===== src/rtl/cpu_fetch_pkg.sv =====
// cpu_fetch_pkg
// Shared definitions for the instruction-fetch slice: the fetch state
// encoding, default address/instruction widths, the reset PC and the
// sequential PC increment. Also provides a target-alignment helper.
package cpu_fetch_pkg;

    localparam int CPU_XLEN = 64;
    localparam int CPU_ILEN = 32;

    localparam logic [CPU_XLEN-1:0] RESET_PC_DEFAULT = 64'h0;

    // Every instruction is one 32-bit word, so sequential fetch advances by 4.
    localparam int PC_INC = 4;

    typedef enum logic [1:0] {
        IDLE,
        FETCH,
        FAULT
    } fetch_state_t;

    // A fetch target is legal only if it is word aligned.
    function automatic logic is_aligned(input logic [1:0] low_bits);
        return (low_bits == 2'b00);
    endfunction

endpackage


===== src/rtl/fetch_controller_if.sv =====
// fetch_controller_if
// Bundles the two buses of the fetch controller:
//   - InstructionMemory bus: imem_addr (to memory), imem_instr (from memory)
//   - decode handshake: if_valid/if_pc/if_instr (to decode), if_ready (from decode)
// master = fetch controller side, slave = memory/decode side.
interface fetch_controller_if
    import cpu_fetch_pkg::*;
#(
    parameter int XLEN = CPU_XLEN,
    parameter int ILEN = CPU_ILEN
);

    logic [XLEN-1:0] imem_addr;
    logic [ILEN-1:0] imem_instr;
    logic            if_valid;
    logic            if_ready;
    logic [XLEN-1:0] if_pc;
    logic [ILEN-1:0] if_instr;

    modport master (
        output imem_addr,
        output if_valid,
        output if_pc,
        output if_instr,
        input  imem_instr,
        input  if_ready
    );

    modport slave (
        input  imem_addr,
        input  if_valid,
        input  if_pc,
        input  if_instr,
        output imem_instr,
        output if_ready
    );

endinterface


===== src/rtl/fetch_controller_buffer.sv =====
// fetch_buffer
// Small circular FIFO of {pc, instr} pairs sitting between the instruction
// memory response and decode.
// Ports:
//   clk, reset        clock, asynchronous active-high reset
//   flush             drop all entries (wins over push and pop)
//   push, push_pc,
//   push_instr        write one entry at the tail
//   pop               remove the head entry
//   count             number of valid entries
//   empty             no valid entries
//   head_pc,
//   head_instr        contents of the head entry
module fetch_buffer
    import cpu_fetch_pkg::*;
#(
    parameter int XLEN  = CPU_XLEN,
    parameter int ILEN  = CPU_ILEN,
    parameter int DEPTH = 2,
    localparam int PW   = $clog2(DEPTH),
    localparam int CW   = PW + 1
) (
    input  logic            clk,
    input  logic            reset,
    input  logic            flush,
    input  logic            push,
    input  logic [XLEN-1:0] push_pc,
    input  logic [ILEN-1:0] push_instr,
    input  logic            pop,
    output logic [CW-1:0]   count,
    output logic            empty,
    output logic [XLEN-1:0] head_pc,
    output logic [ILEN-1:0] head_instr
);

    logic [XLEN-1:0] pc_mem    [DEPTH];
    logic [ILEN-1:0] instr_mem [DEPTH];
    logic [PW-1:0]   rd_ptr;
    logic [PW-1:0]   wr_ptr;

    // Storage is cleared on reset so the head reads as zero until the
    // first real entry arrives. DEPTH is a power of two, so the pointers
    // wrap naturally. The controller's credit check guarantees push never
    // lands on a full buffer and pop is only requested when non-empty.
    always_ff @(posedge clk or posedge reset) begin
        if (reset) begin
            for (int i = 0; i < DEPTH; i++) begin
                pc_mem[i]    <= '0;
                instr_mem[i] <= '0;
            end
            rd_ptr <= '0;
            wr_ptr <= '0;
            count  <= '0;
        end else if (flush) begin
            rd_ptr <= '0;
            wr_ptr <= '0;
            count  <= '0;
        end else begin
            if (push) begin
                pc_mem[wr_ptr]    <= push_pc;
                instr_mem[wr_ptr] <= push_instr;
                wr_ptr            <= wr_ptr + 1'b1;
            end
            if (pop) begin
                rd_ptr <= rd_ptr + 1'b1;
            end
            case ({push, pop})
                2'b10:   count <= count + 1'b1;
                2'b01:   count <= count - 1'b1;
                default: count <= count;
            endcase
        end
    end

    assign empty      = (count == '0);
    assign head_pc    = pc_mem[rd_ptr];
    assign head_instr = instr_mem[rd_ptr];

endmodule


===== src/rtl/fetch_controller.sv =====
// fetch_controller
// Instruction-fetch sequencer. Owns the fetch PC, issues one address per
// cycle to a synchronous instruction memory (one-cycle read latency),
// buffers the returned words and presents {pc, instr} to decode over a
// valid/ready handshake. Redirects flush everything in flight; misaligned
// targets park the sequencer in FAULT until an aligned redirect arrives.
// Ports:
//   clk, reset        clock, asynchronous active-high reset
//   start             leave IDLE and begin fetching from the current pc
//   redirect_valid,
//   redirect_pc       taken branch/jump and its target
//   fault, fault_pc   misaligned-target trap and the offending target
//   bus (master)      imem_addr/imem_instr and if_valid/if_ready/if_pc/if_instr
module fetch_controller
    import cpu_fetch_pkg::*;
#(
    parameter int              XLEN      = CPU_XLEN,
    parameter int              ILEN      = CPU_ILEN,
    parameter logic [XLEN-1:0] RESET_PC  = RESET_PC_DEFAULT,
    parameter int              BUF_DEPTH = 2
) (
    input  logic               clk,
    input  logic               reset,
    input  logic               start,
    input  logic               redirect_valid,
    input  logic [XLEN-1:0]    redirect_pc,
    output logic               fault,
    output logic [XLEN-1:0]    fault_pc,
    fetch_controller_if.master bus
);

    localparam int CW = $clog2(BUF_DEPTH) + 1;

    fetch_state_t    state, state_next;
    logic [XLEN-1:0] pc, pc_next;
    logic            inflight, inflight_next;
    logic [XLEN-1:0] inflight_pc, inflight_pc_next;
    logic [XLEN-1:0] fault_pc_next;

    logic            pop_req;
    logic            buf_push;
    logic            buf_pop;
    logic [CW-1:0]   buf_count;
    logic            buf_empty;
    logic [CW:0]     credit_used;
    logic            target_ok;

    fetch_buffer #(
        .XLEN  (XLEN),
        .ILEN  (ILEN),
        .DEPTH (BUF_DEPTH)
    ) u_buffer (
        .clk        (clk),
        .reset      (reset),
        .flush      (redirect_valid),
        .push       (buf_push),
        .push_pc    (inflight_pc),
        .push_instr (bus.imem_instr),
        .pop        (buf_pop),
        .count      (buf_count),
        .empty      (buf_empty),
        .head_pc    (bus.if_pc),
        .head_instr (bus.if_instr)
    );

    // A redirect flushes the buffer, so neither the returning word nor the
    // decode handshake may touch it in that cycle.
    assign pop_req  = bus.if_valid & bus.if_ready;
    assign buf_pop  = pop_req & ~redirect_valid;
    assign buf_push = inflight & ~redirect_valid;

    // Slots already spoken for: buffered entries plus the word still in the
    // memory pipe, minus the one decode takes this cycle. Issuing only while
    // this is below the depth means a response always has a slot waiting.
    assign credit_used = {1'b0, buf_count}
                       + {{CW{1'b0}}, inflight}
                       - {{CW{1'b0}}, pop_req};

    assign target_ok = is_aligned(redirect_pc[1:0]);

    // State and fetch-pipeline registers.
    always_ff @(posedge clk or posedge reset) begin
        if (reset) begin
            state       <= IDLE;
            pc          <= RESET_PC;
            inflight    <= 1'b0;
            inflight_pc <= '0;
            fault_pc    <= '0;
        end else begin
            state       <= state_next;
            pc          <= pc_next;
            inflight    <= inflight_next;
            inflight_pc <= inflight_pc_next;
            fault_pc    <= fault_pc_next;
        end
    end

    // Next-state logic. A redirect always wins over issue. In IDLE a
    // redirect only preloads the pc; a misaligned target there is simply
    // not loaded, since nothing is being fetched that could trap.
    // inflight defaults low so it is set only in the cycle an address issues.
    always_comb begin
        state_next       = state;
        pc_next          = pc;
        inflight_next    = 1'b0;
        inflight_pc_next = inflight_pc;
        fault_pc_next    = fault_pc;

        case (state)
            IDLE: begin
                if (redirect_valid) begin
                    if (target_ok) begin
                        pc_next = redirect_pc;
                    end
                end else if (start) begin
                    state_next = FETCH;
                end
            end

            FETCH: begin
                if (redirect_valid) begin
                    if (target_ok) begin
                        pc_next = redirect_pc;
                    end else begin
                        state_next    = FAULT;
                        fault_pc_next = redirect_pc;
                    end
                end else if (credit_used < (CW+1)'(BUF_DEPTH)) begin
                    inflight_next    = 1'b1;
                    inflight_pc_next = pc;
                    pc_next          = pc + XLEN'(PC_INC);
                end
            end

            FAULT: begin
                if (redirect_valid) begin
                    if (target_ok) begin
                        pc_next    = redirect_pc;
                        state_next = FETCH;
                    end else begin
                        fault_pc_next = redirect_pc;
                    end
                end
            end

            default: begin
                state_next = IDLE;
            end
        endcase
    end

    // The memory address is the pc register itself, never a combinational
    // function of this cycle's inputs.
    assign bus.imem_addr = pc;
    assign bus.if_valid  = ~buf_empty;
    assign fault         = (state == FAULT);

endmodule


===== src/flat_wrapper.sv =====
// flat-port wrapper written by rule: the top's interface ports become plain ports
module fetch_controller_flat import cpu_fetch_pkg::*;
#(
    parameter int              XLEN      = CPU_XLEN,
    parameter int              ILEN      = CPU_ILEN,
    parameter logic [XLEN-1:0] RESET_PC  = RESET_PC_DEFAULT,
    parameter int              BUF_DEPTH = 2
)
  (clk, reset, start, redirect_valid, redirect_pc, fault, fault_pc, bus_imem_addr, bus_if_valid, bus_if_pc, bus_if_instr, bus_imem_instr, bus_if_ready);
  fetch_controller_if #(.XLEN(XLEN), .ILEN(ILEN)) bus_i ();
  input  logic clk;
  input  logic reset;
  input  logic start;
  input  logic redirect_valid;
  input  logic [XLEN-1:0] redirect_pc;
  output logic fault;
  output logic [XLEN-1:0] fault_pc;
  output wire logic [$bits(bus_i.imem_addr)-1:0] bus_imem_addr;
  output wire logic [$bits(bus_i.if_valid)-1:0] bus_if_valid;
  output wire logic [$bits(bus_i.if_pc)-1:0] bus_if_pc;
  output wire logic [$bits(bus_i.if_instr)-1:0] bus_if_instr;
  input wire logic [$bits(bus_i.imem_instr)-1:0] bus_imem_instr;
  input wire logic [$bits(bus_i.if_ready)-1:0] bus_if_ready;
  assign bus_imem_addr = bus_i.imem_addr;
  assign bus_if_valid = bus_i.if_valid;
  assign bus_if_pc = bus_i.if_pc;
  assign bus_if_instr = bus_i.if_instr;
  assign bus_i.imem_instr = bus_imem_instr;
  assign bus_i.if_ready = bus_if_ready;
  fetch_controller #(.XLEN(XLEN), .ILEN(ILEN), .RESET_PC(RESET_PC), .BUF_DEPTH(BUF_DEPTH)) u_core (.clk(clk), .reset(reset), .start(start), .redirect_valid(redirect_valid), .redirect_pc(redirect_pc), .fault(fault), .fault_pc(fault_pc), .bus(bus_i));
endmodule

===== config.mk =====
export PLATFORM = sky130hd
export DESIGN_NAME = fetch_controller_flat
export DESIGN_NICKNAME = d
export VERILOG_FILES = /design/src/rtl/cpu_fetch_pkg.sv /design/src/rtl/fetch_controller_if.sv /design/src/rtl/fetch_controller_buffer.sv /design/src/rtl/fetch_controller.sv /design/src/flat_wrapper.sv
export SDC_FILE = /design/constraint.sdc
export NUM_CORES = 1
export LEC_CHECK = 0
export CAP_MARGIN = 20
export CORE_MARGIN = 2
export CORE_UTILIZATION = 40
export CTS_BUF_LIST = sky130_fd_sc_hd__clkbuf_4
export DETAILED_ROUTE_END_ITERATION = 6
export GPL_ROUTABILITY_DRIVEN = 0
export PLACE_DENSITY = 0.75
export SYNTH_ARGS = -nofsm -noshare
export SYNTH_HDL_FRONTEND = slang
export SYNTH_SLANG_ARGS = --single-unit

===== constraint.sdc =====
create_clock -name clk -period 31.1 [get_ports clk]
set_clock_uncertainty 0.05 [all_clocks]
set_input_delay 4.665 -clock clk [delete_from_list [all_inputs] [get_ports clk]]
set_output_delay 4.665 -clock clk [all_outputs]
set_load 0.02 [all_outputs]

==> results.tsv <==
metric	value	unit
r2r_end	u_core.bus.imem_addr[52]$_DFFE_PP0P_	
grt_max_degree	172	
synth-seq-area-share	0.561	
critical_path.max_fanout	68	
synth-compound-area-share	0.0662	
setup_viol	0	
powerDensity	110	mW/mm2
grt_overflow	0	
crit_path_start_kind	flop	
synth.top_cells.by_count	mux2_2 (406), dfrtp_1 (391), nand2_1 (76)	
placed_cell_area	0.0213	mm2
cts.path.max_buffers	3	
synth_warnings	0	
drive_gt1_frac	0.336	
io_buffers	326	
cts_made_buffers	105	
antenna_found_initial	3	
syn_inst	1366	
clockRootBuffer	clkbuf_4	
die-height	213	um
crit_type	reg -> out	
vias	13100	
finalHoldViolations	0	
synth-adder-area-share	0.00546	
p_leak	9.52	nW
required	26390	ps
post-cts-setup-buffers	0	
stdcell_area	0.0227	mm2
slew-limit-headroom	0.312	
max_freq	122	MHz
reg2reg_from	u_core.u_buffer.count[1]$_DFFE_PP0P_	
yosysTopAreaCellShare	0.561	
pin_count	327	
ys_ff_latch	391	
hold_class	reg -> reg	
synth_xor_area_frac	0.00302	
syn2layout_area_growth	30.2	%
grt_setup_unrepaired	no	
fin_crit	8190	ps
rr_worst_depth	10	
synth_area_leader_cell	dfrtp_1	
synth_area_leaders	dfrtp_1 (56%), mux2_2 (26%), a21oi_1 (1.9%)	
antenna_left	0	
worstHoldStart	u_core.inflight_pc[53]$_DFFE_PP0P_	
die_x	213	um
fin_setup_tns	0	ps
synth.most_common_cell	mux2_2	
hpwl	33.3	mm
initial_core_util	0.405	
timing.final.crit_share	0.263	
grt_pass1_vias	13500	
arrival	3470	ps
cts_tree	yes	
power	2.50	mW
whs_path_depth	1	
crit_end	bus_if_pc[42]	
vias_per_cell	5.44	
drc	0	
ir_drop	0.0000535	V
drt_iter0_drc	920	
dpl_worst_slack	22430	ps
rows	76	
syn_nets	1474	
grt_pass1_wl	75.4	mm
startpoint	u_core.u_buffer.rd_ptr$_DFFE_PP0P_	
synth_cell_types	63	
wl_per_cell	20.5	um
clkTransAtPathRegs	70	ps
async_flop_share	1.00	
hold_buffers	0	
core	0.0431	mm2
grtUsageTotal	0.217	
rrSetupSlack	26930	ps
layout.nets	1845	
fill_cells	3715	
syn_avg_cell_area	12.8	um2
worstSkewPairLatency	850	ps
first_pass_iters	5	
ctsResizeCount	0	
synth_top_family_by_area	multiplexers	
routed_wl	49.2	mm
final_util	0.527	
synth_ff_type	dfrtp_1	
synth-simple-area-share	0.0790	
cap_violations	0	
synth_edf_count	0	
maxSlewViolCount	0	
worst_slew_pin_slew	1030	ps
endpoint_kind	output pin	
synthMuxAreaShare	0.265	
h-tree-depth	3	
die_area	0.0453	mm2
final.setup.worst_slack	22910	ps
netlist_area	0.0174	mm2
outcome	finished clean	
clock_sinks	391	
==> cells by family (layout without fill, tap and decap cells) <==
family,Yosys count,after routing
muxes,410,410
buffers and inverters,92,538
xor gates and xnor gates,6,6
and+or+nand+nor,269,269
adders and majority gates,7,7
other,0,2
DFF,391,391
AOI/OAI and AO/OA,191,191
==> final cells by class <==
| cell class | count | area, um2 | share of cell area |
|---|---|---|---|
| clock inverters | 22 | 166 | 0.00733 |
| clock buffers | 160 | 1200 | 0.0529 |
| multi-input cells | 883 | 7320 | 0.322 |
| inverters | 12 | 52.6 | 0.00232 |
| diodes | 2 | 5.00 | 0.000221 |
| repair buffers | 344 | 3430 | 0.151 |
| well taps | 585 | 732 | 0.0323 |
| flip-flops and latches | 391 | 9790 | 0.431 |
==> routing by layer <==
| metal | vias up | GRT usage | wire, um |
|---|---|---|---|
| met5 | - | 0 | 13 |
| met2 | 565 | 0.338 | 23100 |
| met1 | 6570 | 0.281 | 20600 |
| li1 | 5790 | - | - |
| met4 | 2 | 0.105 | 1780 |
| met3 | 125 | 0.0588 | 3800 |
==> cell usage in the layout, fill, tap and decap left out, drive strengths merged, types with 3 or more instances in the layout <==
cell,netlist,final
mux2,406,406
dfrtp,391,391
clkdlybuf4s50,0,326
clkbuf,66,160
nand2,76,76
a21oi,67,67
nor2,51,51
o21ai,48,48
nand3,40,40
and3,23,23
o22ai,18,18
buf,14,18
clkinv,0,17
nand4,16,16
inv,12,13
a211oi,12,12
nor4,11,11
nor3,10,10
and4,8,8
a31oi,7,7
or3,7,7
or4,7,7
ha,6,6
o21a,5,5
nor2b,5,5
o211ai,5,5
or2,4,4
mux2i,4,4
and2,4,4
o311ai,4,4
xnor2,3,3
a211o,3,3
xor2,3,3
bufinv,0,3
==> per-stage QoR <==
step | cells | hold WS (ps)
after floorplan | 1366 | 408
after global placement | 2213 | 428
after detailed placement | 2213 | 437
after CTS | 2395 | 431
after global routing | 2399 | 458
final | 2399 | 439
==> where the power goes <==
group / internal [mW] / switching, mW / total (mW)
registers: 0.739 / 0.187 / 0.926
clock network: 0.256 / 0.212 / 0.469
logic: 0.561 / 0.542 / 1.10
total: 1.56 / 0.941 / 2.50
==> sequential cells by signal (all words and copies together), names as in the netlist <==
register                   count
u_core.u_buffer.pc_mem       128
u_core.fault_pc               64
u_core.u_buffer.count          2
u_core.u_buffer.instr_mem     64
u_core.u_buffer.rd_ptr         1
u_core.bus.imem_addr          64
u_core.inflight_pc            64
u_core.state                   2
u_core.inflight                1
u_core.u_buffer.wr_ptr         1
==> worst min path at each step <==
stage	endpoint	slack (ps)
2_1_floorplan	u_core.inflight_pc[0]$_DFFE_PP0P_	410
3_3_place_gp	u_core.inflight_pc[27]$_DFFE_PP0P_	430
3_5_place_dp	u_core.inflight_pc[0]$_DFFE_PP0P_	440
4_1_cts	u_core.u_buffer.pc_mem[52]$_DFFE_PP0P_	430
5_1_grt	u_core.u_buffer.pc_mem[46]$_DFFE_PP0P_	460
6_report	u_core.u_buffer.pc_mem[53]$_DFFE_PP0P_	440
==> critical path: stages, from the launching register on <==
cell	delay (ps)
dfrtp_4	740
buf_4	830
mux2_2	420
clkdlybuf4s50_1	590
No activity file was read; power rests on OpenSTA's default activity.
